File: src/rtl/seg_scan_display_n.sv
// seg_scan_display_n
//   Multiplexed common-anode 7-segment display controller.
//   It scans DIGITS digits and shows {press_count, switch} as hex.
//   A debounced push-button increments a wrapping press counter.
//   Each digit can be disabled through a mask.
//   Leading zeros can be blanked, and each digit has a decimal point.
//
// Ports
//   clk       system clock
//   clr       synchronous active-high reset
//   button    raw push-button (asynchronous, bouncy)
//   switch    value shown in the low SW_W/4 digits
//   en_mask   per-digit enable (1 = digit may light)
//   dp_mask   per-digit decimal point (1 = dp lit)
//   lz_blank  1 = blank leading zero digits (digit 0 is never blanked)
//   led_en    digit enables, active-low, one-hot
//   led_cx    segments {a,b,c,d,e,f,g,dp}, active-low
module seg_scan_display_n #(
    parameter int DIGITS       = 8,
    parameter int SW_W         = 8,
    parameter int SCAN_DIV     = 200000,
    parameter int DEBOUNCE_CYC = 1500000
) (
    input  logic              clk,
    input  logic              clr,
    input  logic              button,
    input  logic [SW_W-1:0]   switch,
    input  logic [DIGITS-1:0] en_mask,
    input  logic [DIGITS-1:0] dp_mask,
    input  logic              lz_blank,
    output logic [DIGITS-1:0] led_en,
    output logic [7:0]        led_cx
);

    localparam int DW    = DIGITS * 4;
    localparam int CW    = DW - SW_W;
    localparam int IDX_W = $clog2(DIGITS);
    localparam int DIV_W = (SCAN_DIV > 1) ? $clog2(SCAN_DIV) : 1;
    localparam int DB_W  = (DEBOUNCE_CYC > 1) ? $clog2(DEBOUNCE_CYC) : 1;

    logic              sync1_reg, sync2_reg;
    logic              deb_reg;
    logic [DB_W-1:0]   db_cnt_reg;
    logic [CW-1:0]     count_reg;
    logic [DIV_W-1:0]  div_reg;
    logic [IDX_W-1:0]  idx_reg;
    logic [DIGITS-1:0] led_en_reg, led_en_next;
    logic [7:0]        led_cx_reg, led_cx_next;

    logic [DW-1:0]     disp;
    logic [3:0]        nib [DIGITS];
    logic [DIGITS-1:0] upper_zero;
    logic [3:0]        nibble;
    logic              blank;

    // Active-low {a,b,c,d,e,f,g} glyphs for the standard hex font.
    function automatic logic [6:0] glyph(input logic [3:0] v);
        case (v)
            4'h0:    glyph = 7'b0000001;
            4'h1:    glyph = 7'b1001111;
            4'h2:    glyph = 7'b0010010;
            4'h3:    glyph = 7'b0000110;
            4'h4:    glyph = 7'b1001100;
            4'h5:    glyph = 7'b0100100;
            4'h6:    glyph = 7'b0100000;
            4'h7:    glyph = 7'b0001111;
            4'h8:    glyph = 7'b0000000;
            4'h9:    glyph = 7'b0000100;
            4'hA:    glyph = 7'b0001000;
            4'hB:    glyph = 7'b1100000;
            4'hC:    glyph = 7'b0110001;
            4'hD:    glyph = 7'b1000010;
            4'hE:    glyph = 7'b0110000;
            default: glyph = 7'b0111000;
        endcase
    endfunction

    // Button path: a 2-flop synchroniser, then a stability counter.
    // The counter runs only while the synced level differs from the
    // debounced level. Any bounce back clears it, so only a level held
    // for DEBOUNCE_CYC cycles is accepted. The synchroniser is also
    // cleared, so a button held through clr is seen as a fresh press.
    always_ff @(posedge clk) begin
        if (clr) begin
            sync1_reg  <= 1'b0;
            sync2_reg  <= 1'b0;
            deb_reg    <= 1'b0;
            db_cnt_reg <= '0;
            count_reg  <= '0;
        end else begin
            sync1_reg <= button;
            sync2_reg <= sync1_reg;
            if (sync2_reg == deb_reg) begin
                db_cnt_reg <= '0;
            end else if (db_cnt_reg == DB_W'(DEBOUNCE_CYC - 1)) begin
                deb_reg    <= ~deb_reg;
                db_cnt_reg <= '0;
                // Count only the rising edge of the debounced level.
                if (!deb_reg)
                    count_reg <= count_reg + 1'b1;
            end else begin
                db_cnt_reg <= db_cnt_reg + 1'b1;
            end
        end
    end

    // Scan divider and digit index.
    always_ff @(posedge clk) begin
        if (clr) begin
            div_reg <= '0;
            idx_reg <= '0;
        end else if (div_reg == DIV_W'(SCAN_DIV - 1)) begin
            div_reg <= '0;
            idx_reg <= (idx_reg == IDX_W'(DIGITS - 1)) ? '0 : idx_reg + 1'b1;
        end else begin
            div_reg <= div_reg + 1'b1;
        end
    end

    assign disp = {count_reg, switch};

    // For each slot: its nibble, and whether it and every digit above it are zero.
    generate
        for (genvar gi = 0; gi < DIGITS; gi++) begin : g_digit
            assign nib[gi]        = disp[4*gi +: 4];
            assign upper_zero[gi] = (disp[DW-1:4*gi] == '0);
        end
    endgenerate

    always_comb begin
        nibble      = nib[idx_reg];
        blank       = ~en_mask[idx_reg] |
                      (lz_blank & (idx_reg != '0) & upper_zero[idx_reg]);
        led_en_next = ~(DIGITS'(1) << idx_reg);
        led_cx_next = {glyph(nibble), ~dp_mask[idx_reg]};
        if (blank) begin
            led_en_next = '1;
            led_cx_next = 8'hFF;
        end
    end

    // Registered outputs give glitch-free pins. Asynchronous switch and
    // mask changes are picked up on the next clock.
    always_ff @(posedge clk) begin
        if (clr) begin
            led_en_reg <= '1;
            led_cx_reg <= 8'hFF;
        end else begin
            led_en_reg <= led_en_next;
            led_cx_reg <= led_cx_next;
        end
    end

    assign led_en = led_en_reg;
    assign led_cx = led_cx_reg;

endmodule

File: config.mk
export PLATFORM = sky130hd
export DESIGN_NAME = seg_scan_display_n
export DESIGN_NICKNAME = d
export VERILOG_FILES = /design/src/rtl/seg_scan_display_n.sv
export SDC_FILE = /design/constraint.sdc
export NUM_CORES = 1
export LEC_CHECK = 0
export ABC_AREA = 1
export BUFFER_PORTS_ARGS = -buffer_cell sky130_fd_sc_hd__buf_2
export CAP_MARGIN = 20
export CORE_ASPECT_RATIO = 0.6
export CORE_MARGIN = 4
export CORE_UTILIZATION = 30
export DETAILED_ROUTE_END_ITERATION = 16
export GPL_ROUTABILITY_DRIVEN = 0
export GPL_TIMING_DRIVEN = 0
export PLACE_DENSITY = 0.45
export SLEW_MARGIN = 20
export SYNTH_ARGS = -nofsm -noshare
export SYNTH_HDL_FRONTEND = slang
export SYNTH_SLANG_ARGS = --single-unit
File: constraint.sdc
create_clock -name clk -period 2.4 [get_ports clk]
set_clock_uncertainty 0.2 [all_clocks]
set_input_delay 0.36 -clock clk [delete_from_list [all_inputs] [get_ports clk]]
set_output_delay 0.36 -clock clk [all_outputs]
set_load 0.01 [all_outputs]
**Yosys cells after proc, flatten, opt, wreduce, memory -nomap -nowiden**

Memory sizes are Yosys's and may differ from the RTL's. A register that Yosys moved wholly into a read port is not among the register bits.
Cells that the tools add are included.

- Flip-flop bits (word level): 85
- Memories: 1
- Input port bits: 28
- Logic and storage cells: 54
- Bits in read-only memories: 112
- Output and inout bits: 16

Memories:

| name | depth | bits a word | read ports | clocked after memory_dff | wr ports | RTL line | text |
|---|---|---|---|---|---|---|---|
| (no name shown) | 16 | 7 | 1 | 1 | 0 | 58 | `case (v)` |

- Muxes and demuxes: 10
- Bitwise operators: 9
- Reduce and logical (&&, ||, !) cells: 14
- Equal/unequal tests: 4
- Magnitude comparators: 2
- Shift-type cells: 1
- $add $sub $neg: 4

Operator list:

| operator | count |
|---|---|
| zero test 32 bit | 1 |
| zero test 28 bit | 1 |
| adder 24 x 1 -> 24 bit (second input constant) | 1 |
| zero test 24 bit | 1 |
| adder 21 x 1 -> 21 bit (second input constant) | 1 |
| == test 21 bit (second input constant) | 1 |
| zero test 20 bit | 1 |
| adder 18 x 1 -> 18 bit (second input constant) | 1 |
| == test 18 bit (second input constant) | 1 |
| zero test 16 bit | 1 |
| binary-select mux 4 bit (select 3 bit) | 1 |
| zero test 12 bit | 1 |
| binary-select mux 1 bit (select 3 bit) | 3 |
| zero test 8 bit | 1 |
| 2-to-1 mux 4 bit | 2 |
| inverter 8 bit | 1 |
| left shift 1 x 3 -> 8 bit (first input constant) | 1 |
| >= comparator 4 bit (second input constant) | 1 |
| zero test 4 bit | 1 |
| less-than comparator 3 x 4 -> 1 bit (second input constant) | 1 |
| inverter 1 bit | 4 |
| inverter 3 -> 4 bit | 1 |
| OR reduction 2 bit | 2 |
| adder 3 x 1 -> 3 bit (second input constant) | 1 |
| 10 further kinds | 13 |

**Longest topological paths before layout**

Gate-level depths: netlist (run 1).

- Depth after elaboration: 6
- Mapped depth: 15
- Depth with buffers taken out: 14

**Worst setup path after synthesis (run 1)**

OpenSTA, ideal clock, no wires.

- Kind: reg2reg
- From: reg idx_reg[0]
- To: reg led_cx_reg[4] (netlist: led_cx[4])
- Data required time: 2.085 ns
- Setup slack: 0.373 ns
- Stages on the path, launching flop included: 14
- Arrival time: 1.712 ns
- Path buffers: 2
- Setup time: 0.115 ns
- Period minus slack after synthesis: 2.027 ns
- Cells stage by stage: dfxtp_1 > buf_4 > buf_4 > o21ai_0 > o21ai_0 > nand2_1 > nand2_1 > inv_1 > ha_1 > nand2_1 > nand3_1 > nand2_1 > inv_1 > nand2_1

- Word-level cells in the longest chain between the ends: 5
- Elaborated cells on any way between the ends: 14
- Those cells by class: 7 x mux; 5 x bitwise; 2 x reduce/logical

Ends and longest elaborated chain:

| element | RTL line | text |
|---|---|---|
| start: declaration | 46 | `logic [IDX_W-1:0] idx_reg;` |
| start signal: assignment | 114 | `idx_reg <= (idx_reg == IDX_W'(DIGITS - 1)) ? '0 : idx_reg + 1'b1;` |
| binary-select mux 1 bit (select 3 bit) (tied with other cells) | 133 | `(lz_blank & (idx_reg != '0) & upper_zero[idx_reg]);` |
| 2-to-1 mux 1 bit (not written as such) (tied with other cells) | 133 |  |
| AND 1 bit / inverter 1 bit (equally long branches) | 133, 132 |  |
| bitwise OR 1 bit | 132 | `blank = ~en_mask[idx_reg] \|` |
| OR reduction 2 bit (no line) | n/a |  |
| end: declaration | 48 | `logic [7:0] led_cx_reg, led_cx_next;` |

Parallel ways exist; a longest one is shown, timed or not. The select of a mux whose other input is x is not followed.
A chain may end at the register's enable or synchronous reset.

**Worst setup path in the final report (run 1)**

- From: reg idx_reg[0]
- To: reg led_cx_reg[3] (netlist: led_cx[3])

The elaborated chain is that of the path after synthesis.

==> flow_metrics.tcl, run 1 <==
set metrics [dict create \
    grt_pass1_vias 4419 \
    via_per_inst 4.58 \
    rows 36 \
    grt-ovfl-total 0 \
    die_y_um 109 \
    p_comb_share_pct 4.8 \
    rsz0062_at_grt "false" \
    drv_slew 0 \
    largest_reg_flops 24 \
    grt_usage_pct 15.9 \
    start_util_pct 31.0 \
    cp.arrival_ns 2.21 \
    drive_above_1_share_pct 11.6 \
    grt_pass1_wl_um 24000 \
    die-area_um2 19200 \
    layout.cells.non_filler 1088 \
    maxCapViolations 0 \
    first_pass_iters 5 \
    clock_latency_ns 0.35 \
    grt_max_degree 16 \
    fin_area_um2 5890 \
    antenna_cells 0 \
    hold_start "button" \
    drt_iter0_drc 372 \
    regArea_um2 1700 \
    finish.utilization_pct 35.8 \
    p_total_w 0.00294 \
    place_ws_ns -0.0157 \
    antenna_found_initial 0 \
    clockPowerShare_pct 46.4 \
    post_drt_wl_per_cell_um 13.6 \
    cts_root_buf "clkbuf_16" \
    syn2layout_area_growth_pct 15.6 \
    yosys_warnings 0 \
    hold_class "primary input to flip-flop" \
    crit_required_ns 2.43 \
    switchingPower_w 0.000725 \
    drc_errors 0 \
    r2r_setup_slack_ns 0.22 \
    clockBufferDepth 2 \
    io_buffers 42 \
    cts_hold_buf 0 \
    worst_slew_pin_slew_ns 0.576 \
    cts_setup_buffers 0 \
    numCtsBuffers 9 \
    syn_nets 847 \
    num_vias 4986 \
    pwr_density_cell_nw_per_um2 499 \
    p_int_w 0.00222 \
    h-tree-depth 3 \
    critical_path.max_fanout 11 \
    outcome "complete, no violations" \
    slew_headroom_pct 61.6 \
    power.leakage_nw 2.27 \
    rr_endpoint "led_cx[3]" \
    switching_share_pct 24.7 \
    path_class "flip-flop to flip-flop" \
    netlist_instances 803 \
    die_w_um 176 \
    slowest_stage "dfxtp_2" \
    r2r-start "idx_reg[0]" \
    slowest_delay_ns 0.36 \
    ys_seq_elements 85 \
    clk_pin_slew_ns 0.07 \
    min_period_over_period_pct 90.8 \
    max_freq_mhz 459 \
    postPlaceCellArea_um2 5590 \
    ys_types 36 \
    vdd_ir_drop_max_mv 0.301 \
    place_inst 1073 \
    setup_viol 0 \
    cts_tree "yes" \
    period_minus_slack_ns 2.18 \
    nNetsFinal 899 \
    fillCellCount 1825 \
    cpLargestDelayFamily "buffers and inverters" \
    syn_area_um2 5100 \
    setup_slack_ns 0.221 \
    seqPwrFrac_pct 48.8 \
    path_buf_inv 5 \
    io_pins 44 \
    wl_um 14800 \
    multi_input_area_um2 2940 \
    hold_depth 3 \
    end_kind "flip-flop" \
    yosysSeqAreaShare_pct 33.4 \
    crit_chain "inv_2 > clkbuf_4 > nor2_1 > o21ai_0 > nand2_1 > nand2_2 > inv_1 > ha_1 > nand2_1 > inv_1 > nand2_1 > nand2_1 > inv_1 > nand2_1" \
    ant_nets 0 \
    cp-start-kind "flip-flop" \
    worst_hold_path.endpoint "sync1_reg" \
    worst_path_most_repeated_cell "nand2_1" \
    clkSinkCount 85 \
    core_um2 16400 \
    dpl.hpwl_um 11700 \
    syn_area_per_cell_um2 6.35 \
    reg2regPathDepth 14 \
    hold_viol 0 \
]
## Yosys cell counts
cell type | count | area share, %
o31ai_1 | 1 | 0.15
nand3_2 | 3 | 0.59
xnor2_1 | 3 | 0.52
buf_2 | 6 | 0.59
buf_6 | 2 | 0.44
nor2_4 | 2 | 0.44
o21bai_1 | 2 | 0.29
nor2_2 | 4 | 0.49
nor4_1 | 2 | 0.25
xor2_1 | 22 | 3.8
ha_1 | 16 | 3.9
or2_2 | 2 | 0.25
a21oi_1 | 44 | 4.3
o32ai_1 | 1 | 0.17
nor3b_1 | 2 | 0.29
clkbuf_1 | 4 | 0.29
nand3_1 | 58 | 5.7
buf_4 | 6 | 0.88
a21oi_4 | 1 | 0.32
dfxtp_1 | 85 | 33
inv_2 | 4 | 0.29
nand4_1 | 15 | 1.8
nor3_4 | 1 | 0.32
inv_1 | 88 | 6.5
nand2_2 | 3 | 0.37
o21ai_0 | 21 | 2.1
nor3_2 | 2 | 0.39
or2_0 | 4 | 0.49
a211oi_1 | 4 | 0.59
buf_1 | 2 | 0.15
o21ai_1 | 2 | 0.20
o211ai_1 | 5 | 0.74
nor3_1 | 14 | 1.4
nand2_1 | 251 | 18
nor2_1 | 120 | 8.8
o21ai_4 | 1 | 0.32
## cell type report
cell class,instances,share of cell area (%)
Multi-Input combinational cell,606,49.8
Sequential cell,85,28.9
Inverter,92,5.86
Tap cell,228,4.84
Clock buffer,10,4.06
Timing Repair Buffer,42,3.57
Buffer,19,2.17
Clock inverter,6,0.743
## cell usage in the layout (no fill, tap or decap), types with 5 or more instances in the layout
cell	n
nand2_2	5
ha_1	16
a21oi_1	44
o21ai_0	21
nand3_1	58
o211ai_1	5
nor3_1	14
xor2_1	22
clkbuf_16	9
nand2_1	249
buf_2	46
dfxtp_1	83
inv_1	88
nand4_1	15
nor2_1	120
## what timing repair did
item / 4_1_cts / 5_1_grt
gates resized for setup: 1 / 10
gates cloned: 0 / 0
endpoints found under the setup margin: 4 / 7
## logic make-up (layout without fill, tap and decap cells)
logic type / after synthesis / count (layout) / synth area share, %
AO/OA/AOI/OAI: 82 / 82 / 9.16
XOR/XNOR: 25 / 25 / 4.30
adder cells (fa/ha/maj): 16 / 16 / 3.93
buffers and inverters: 112 / 169 / 9.13
flip-flops: 85 / 85 / 33.4
AND/OR/NAND/NOR: 483 / 483 / 40.1
## power groups by stage
stage	Clock, W	Combinational (W)	Sequential, W
floorplan	0	0.0000824	0.00147
global placement	0	0.000145	0.00147
detailed placement	0	0.000142	0.00147
CTS	0.00141	0.000143	0.00143
global route	0.00147	0.000164	0.00143
finish	0.00136	0.000143	0.00143
## how the worst max path moves through the flow
stage,from,endpoint,cells after the start
2_1_floorplan,idx_reg[0],led_cx[4],13
3_3_place_gp,idx_reg[0],led_cx[4],13
3_5_place_dp,idx_reg[0],led_cx[4],13
4_1_cts,idx_reg[0],led_cx[4],13
5_1_grt,idx_reg[0],led_cx[4],13
6_report,idx_reg[0],led_cx[3],14
## tightest hold or removal path, stage by stage
cell and delay, ns:
buf_2 0.08, inv_1 0.03, nor2_1 0.06
## routing by layer
layer / vias up / track usage (%) / routed length (um)
met5: - / 0 / 0
met4: 0 / 3.00 / 114
met3: 11 / 3.50 / 683
li1: 2644 / - / -
met1: 2224 / 27.7 / 9180
met2: 107 / 18.5 / 4840
## per-stage QoR
| step | hold WS, ns | setup TNS (ns) |
|---|---|---|
| 3_5_place_dp | 0.205 | -0.0232 |
| 6_report | 0.0191 | 0 |
| 2_1_floorplan | 0.188 | 0 |
| 3_3_place_gp | 0.208 | -0.0932 |
| 4_1_cts | 0.0107 | 0 |
| 5_1_grt | 0.0175 | 0 |
No activity file was read; power rests on OpenSTA's default activity.
==> inputs of run 2 (changes only) <==
CORE_UTILIZATION = 48   (was 30)
PLACE_DENSITY = 0.65   (was 0.45)
==> run 2 against run 1 <==
Die area decreased by 36%; routed wire length decreased by 8.2%; cell area decreased by 1.8%; combinational power about the same; largest cell class unchanged; highest routed layer unchanged.
==> flow_metrics.tcl, run 2 (synthesis results as in run 1) <==
set metrics [dict create \
    end_kind "flip-flop" \
    first_pass_iters 8 \
    cts_root_buf "clkbuf_16" \
    finalSetupTns_ns 0 \
    grt_usage_pct 22.7 \
    grt_pass1_wl_um 22700 \
    hold_class "primary input to flip-flop" \
    setup_viol 0 \
    antenna_cells 0 \
    io_buffers 42 \
    post_drt_wl_per_cell_um 13.7 \
    wl_um 13600 \
    h-tree-depth 3 \
    layout_common_cells "nand2_1 (249), nor2_1 (120), inv_1 (88)" \
    drive_above_1_share_pct 11.6 \
    clkSinkCount 85 \
    dpl.hpwl_um 10500 \
    drt_iter0_drc 540 \
    nNetsFinal 900 \
    core_um2 10100 \
    slew_headroom_pct 64.8 \
    antenna_found_initial 0 \
    start_util_pct 50.5 \
    slowest_delay_ns 0.37 \
    power.leakage_nw 2.29 \
    maxCapViolations 0 \
    largest_reg_flops 24 \
    crit_chain "inv_2 > buf_2 > o21ai_0 > nand2_1 > nand2_1 > nand2_2 > inv_1 > ha_1 > inv_1 > nand2_1 > nand3_1 > nand2_1 > inv_1 > nand2_1" \
    rsz0062_at_grt "false" \
    final_common_cell "nand2_1" \
    hold_viol 0 \
    io_pins 44 \
    fin_area_um2 5790 \
    numCtsBuffers 9 \
    drv_slew 0 \
    syn2layout_area_growth_pct 13.5 \
    worst_slew_pin_slew_ns 0.528 \
    cp-start-kind "flip-flop" \
    critical_path.max_fanout 11 \
    worst_path_most_repeated_cell "nand2_1" \
    crit_required_ns 2.49 \
    clk_pin_slew_ns 0.07 \
    cp.arrival_ns 2.30 \
    outcome "complete, no violations" \
    clockBufferDepth 2 \
    cts_tree "yes" \
    grt-ovfl-total 0 \
    max_freq_mhz 454 \
    cts_setup_buffers 0 \
    grt_max_degree 15 \
    vdd_ir_drop_max_mv 0.364 \
    fillCellCount 1004 \
    ant_nets 0 \
    drc_errors 0 \
    regArea_um2 1700 \
    slowest_stage "dfxtp_2" \
    via_per_inst 5.19 \
    rows 28 \
    pwr_density_cell_nw_per_um2 518 \
    die_y_um 87.8 \
    period_minus_slack_ns 2.20 \
    path_class "flip-flop to flip-flop" \
    num_vias 5168 \
    grt_pass1_vias 4657 \
    multi_input_area_um2 2940 \
    clock_latency_ns 0.34 \
    die_w_um 141 \
    postPlaceCellArea_um2 5480 \
    die-area_um2 12400 \
    min_period_over_period_pct 91.9 \
]
## run 2: cell types whose count changed in the layout (fill, tap and decap cells not counted), sizes merged
cell / delta
inv: -1
buf: +3
clkinvlp: -1
clkbuf: -1
bufinv: +1
## run 2: repair_timing
| item | CTS | global route |
|---|---|---|
| resized for setup | 0 | 8 |
| endpoints found under the hold margin | 0 | 0 |
| setup endpoints to repair | 0 | 7 |
| hold buffers | 0 | 0 |
## run 2: where the power goes
| group | internal [W] | switching, W |
|---|---|---|
| Clock | 0.000837 | 0.000582 |
| Sequential | 0.00143 | 0.00000930 |
| Combinational | 0.0000553 | 0.0000875 |
| Total | 0.00232 | 0.000678 |
## run 2: cell type report
class                   count  area share, %
multi-input cells         606           50.7
flip-flops and latches     85           29.4
inverters                  92           5.97
clock buffers              11           4.19
repair buffers             42           3.63
well taps                 135           2.92
plain buffers              20           2.12
clock inverters             5          0.995
## run 2: per-stage QoR
step | cells | setup slack (ns) | hold WS [ns] | util, % | power (W)
4_1_cts | 996 | 0.0273 | 0.0256 | 57.3 | 0.00302
3_5_place_dp | 980 | 0.0430 | 0.229 | 54.3 | 0.00161
5_1_grt | 996 | 0.0217 | 0.0390 | 57.4 | 0.00310
2_1_floorplan | 803 | 0.373 | 0.188 | - | 0.00155
6_report | 996 | 0.195 | 0.0330 | 57.4 | 0.00300
3_3_place_gp | 980 | 0.106 | 0.233 | 54.3 | 0.00160
## run 2: worst max-delay path, delay by kind of cell, from the launching register on
kind,cells,cell delay [ns]
compound gates,1,0.32
fa+ha+maj,1,0.22
buf+inv,5,0.50
flops,1,0.37
simple gates,7,0.52
## run 2: metal layers
layer / track usage [%] / routed length (um) / share of wire, %
met3: 5.24 / 1180 / 8.7
met5: 0 / 0 / 0
met1: 35.9 / 7390 / 54
met2: 30.9 / 4910 / 36
met4: 4.75 / 119 / 0.87
## run 2: path summary, 6_finish.rpt
path | from | endpoint | slack (ns) | cells past startpoint
worst max-delay path | idx_reg[0] | led_cx[4] | 0.20 | 14
worst min-delay path | button | sync1_reg | 0.03 | 3
worst max register to register | idx_reg[0] | led_cx[4] | 0.20 | 14
worst min register to register | sync1_reg | sync2_reg | 0.24 | 2
==> inputs of run 3 (changes only) <==
SETUP_SLACK_MARGIN = 0.2   (was default)
==> run 3 against run 2 <==
Via count up 1.3%; hold slack worse by 0.00097 ns; cell count up 0.40%; register-to-register slack better by 0.14 ns; routed wire length up 1.6%; die area unchanged; clock-buffer cell count unchanged; power up 0.15%; clock power about the same.
==> flow_metrics.tcl, run 3 (synthesis results as in run 1) <==
set metrics [dict create \
    cts_root_buf "clkbuf_16" \
    r2r_setup_slack_ns 0.33 \
    largest_reg_flops 24 \
    drive_above_1_share_pct 12.7 \
    crit_chain "inv_2 > buf_4 > nand2_1 > nand2_1 > nand2_1 > nand3_1 > nand2_2 > buf_4 > ha_1 > nand2_1 > nand3_1 > nand2_1 > inv_1 > nand2_1" \
    die-area_um2 12400 \
    start_util_pct 50.5 \
    slowest_stage "dfxtp_4" \
    grt-ovfl-total 0 \
    path_buf_inv 4 \
    numCtsBuffers 9 \
    worst_slew_pin_slew_ns 0.512 \
    finalSetupTns_ns 0 \
    r2r-start "idx_reg[0]" \
    first_pass_iters 6 \
    hold_class "primary input to flip-flop" \
    max_freq_mhz 483 \
    finish.utilization_pct 58.2 \
    slowest_delay_ns 0.37 \
    clockBufferDepth 2 \
    antenna_cells 0 \
    drv_slew 0 \
    die_w_um 141 \
    period_minus_slack_ns 2.07 \
    critical_path.max_fanout 10 \
    crit_required_ns 2.44 \
    io_pins 44 \
    via_per_inst 5.23 \
    cts_hold_buf 0 \
    hold_depth 3 \
    nNetsFinal 904 \
    wl_um 13800 \
    reg2regPathDepth 14 \
    num_vias 5233 \
    worst_path_most_repeated_cell "nand2_1" \
    antenna_found_initial 0 \
    io_buffers 42 \
    grt_max_degree 15 \
    slew_headroom_pct 65.9 \
    dpl.hpwl_um 10500 \
    cts_tree "yes" \
    worst_hold_path.endpoint "sync1_reg" \
    grt_pass1_vias 4680 \
    cpLargestDelayFamily "simple AND/OR/NAND/NOR gates" \
    core_um2 10100 \
    h-tree-depth 3 \
    pwr_density_cell_nw_per_um2 511 \
    cp.arrival_ns 2.11 \
    place_ws_ns 0.0430 \
    syn2layout_area_growth_pct 15.3 \
    grt_usage_pct 22.8 \
    drc_errors 0 \
    layout_common_cells "nand2_1 (249), nor2_1 (119), inv_1 (87)" \
    maxCapViolations 0 \
    die_y_um 87.8 \
    ant_nets 0 \
    cp-start-kind "flip-flop" \
    rsz0062_at_grt "true" \
    setup_viol 0 \
    post_drt_wl_per_cell_um 13.8 \
    hold_viol 0 \
    setup_slack_ns 0.332 \
    power.leakage_nw 2.32 \
    path_class "flip-flop to flip-flop" \
    clk_pin_slew_ns 0.07 \
    final_common_cell "nand2_1" \
    clock_latency_ns 0.34 \
    grt_pass1_wl_um 22800 \
    rows 28 \
    rr_endpoint "led_cx[4]" \
    end_kind "flip-flop" \
    min_period_over_period_pct 86.2 \
    vdd_ir_drop_max_mv 0.364 \
    outcome "complete, no violations" \
    drt_iter0_drc 555 \
    clkSinkCount 85 \
    hold_start "button" \
]
## run 3: routing by layer
layer,part of all wire (%),vias to the layer above,GRT usage (%)
met4,0.85,0,4.75
met5,0,-,0
li1,-,2655,-
met1,54,2333,35.9
met3,9.1,14,5.24
met2,36,231,31.1
## run 3: repair_timing
item | 4_1_cts | 5_1_grt
resized for setup | 6 | 24
setup buffers | 0 | 4
gates cloned | 0 | 0
pin swaps | 0 | 4
endpoints found under the setup margin | 7 | 34
## run 3: how the worst max path moves through the flow
stage | slack, ns | to | start | cells past startpoint
after global routing | 0.18 | led_cx[1] | idx_reg[0] | 12
after detailed placement | 0.04 | led_cx[4] | idx_reg[0] | 14
after floorplan | 0.37 | led_cx[4] | idx_reg[0] | 13
after CTS | 0.20 | led_cx[1] | idx_reg[0] | 12
after global placement | 0.11 | led_cx[4] | idx_reg[0] | 14
final | 0.33 | led_cx[4] | idx_reg[0] | 14
## run 3: per-stage QoR
step | hold WS [ns] | std cells | cell area, um^2 | power, W
6_report | 0.0320 | 1000 | 5880 | 0.00300
5_1_grt | 0.0390 | 1000 | 5880 | 0.00311
4_1_cts | 0.0256 | 996 | 5780 | 0.00302
3_5_place_dp | 0.229 | 980 | 5480 | 0.00161
3_3_place_gp | 0.233 | 980 | 5480 | 0.00160
2_1_floorplan | 0.188 | 803 | 5100 | 0.00155
## run 3: worst min-delay path, cell delays in order
cell	delay, ns
buf_2	0.09
inv_1	0.04
nor2_1	0.03
## run 3: power breakdown
group | leakage [nW] | switching, W | internal, W | total (W)
Sequential | 0.690 | 0.00000928 | 0.00142 | 0.00143
Combinational | 1.48 | 0.0000901 | 0.0000601 | 0.000150
Clock | 0.150 | 0.000581 | 0.000837 | 0.00142
Total | 2.32 | 0.000680 | 0.00232 | 0.00300
## run 3: final cells by class
class                      count  area, um^2
fill                         991        4210
multi-input combinational    606        2960
sequential                    85        1710
inverter                      92         348
clock buffer                  11         243
timing repair buffer          46         240
tap                          135         169
buffer                        20         150
clock inverter                 5        57.6
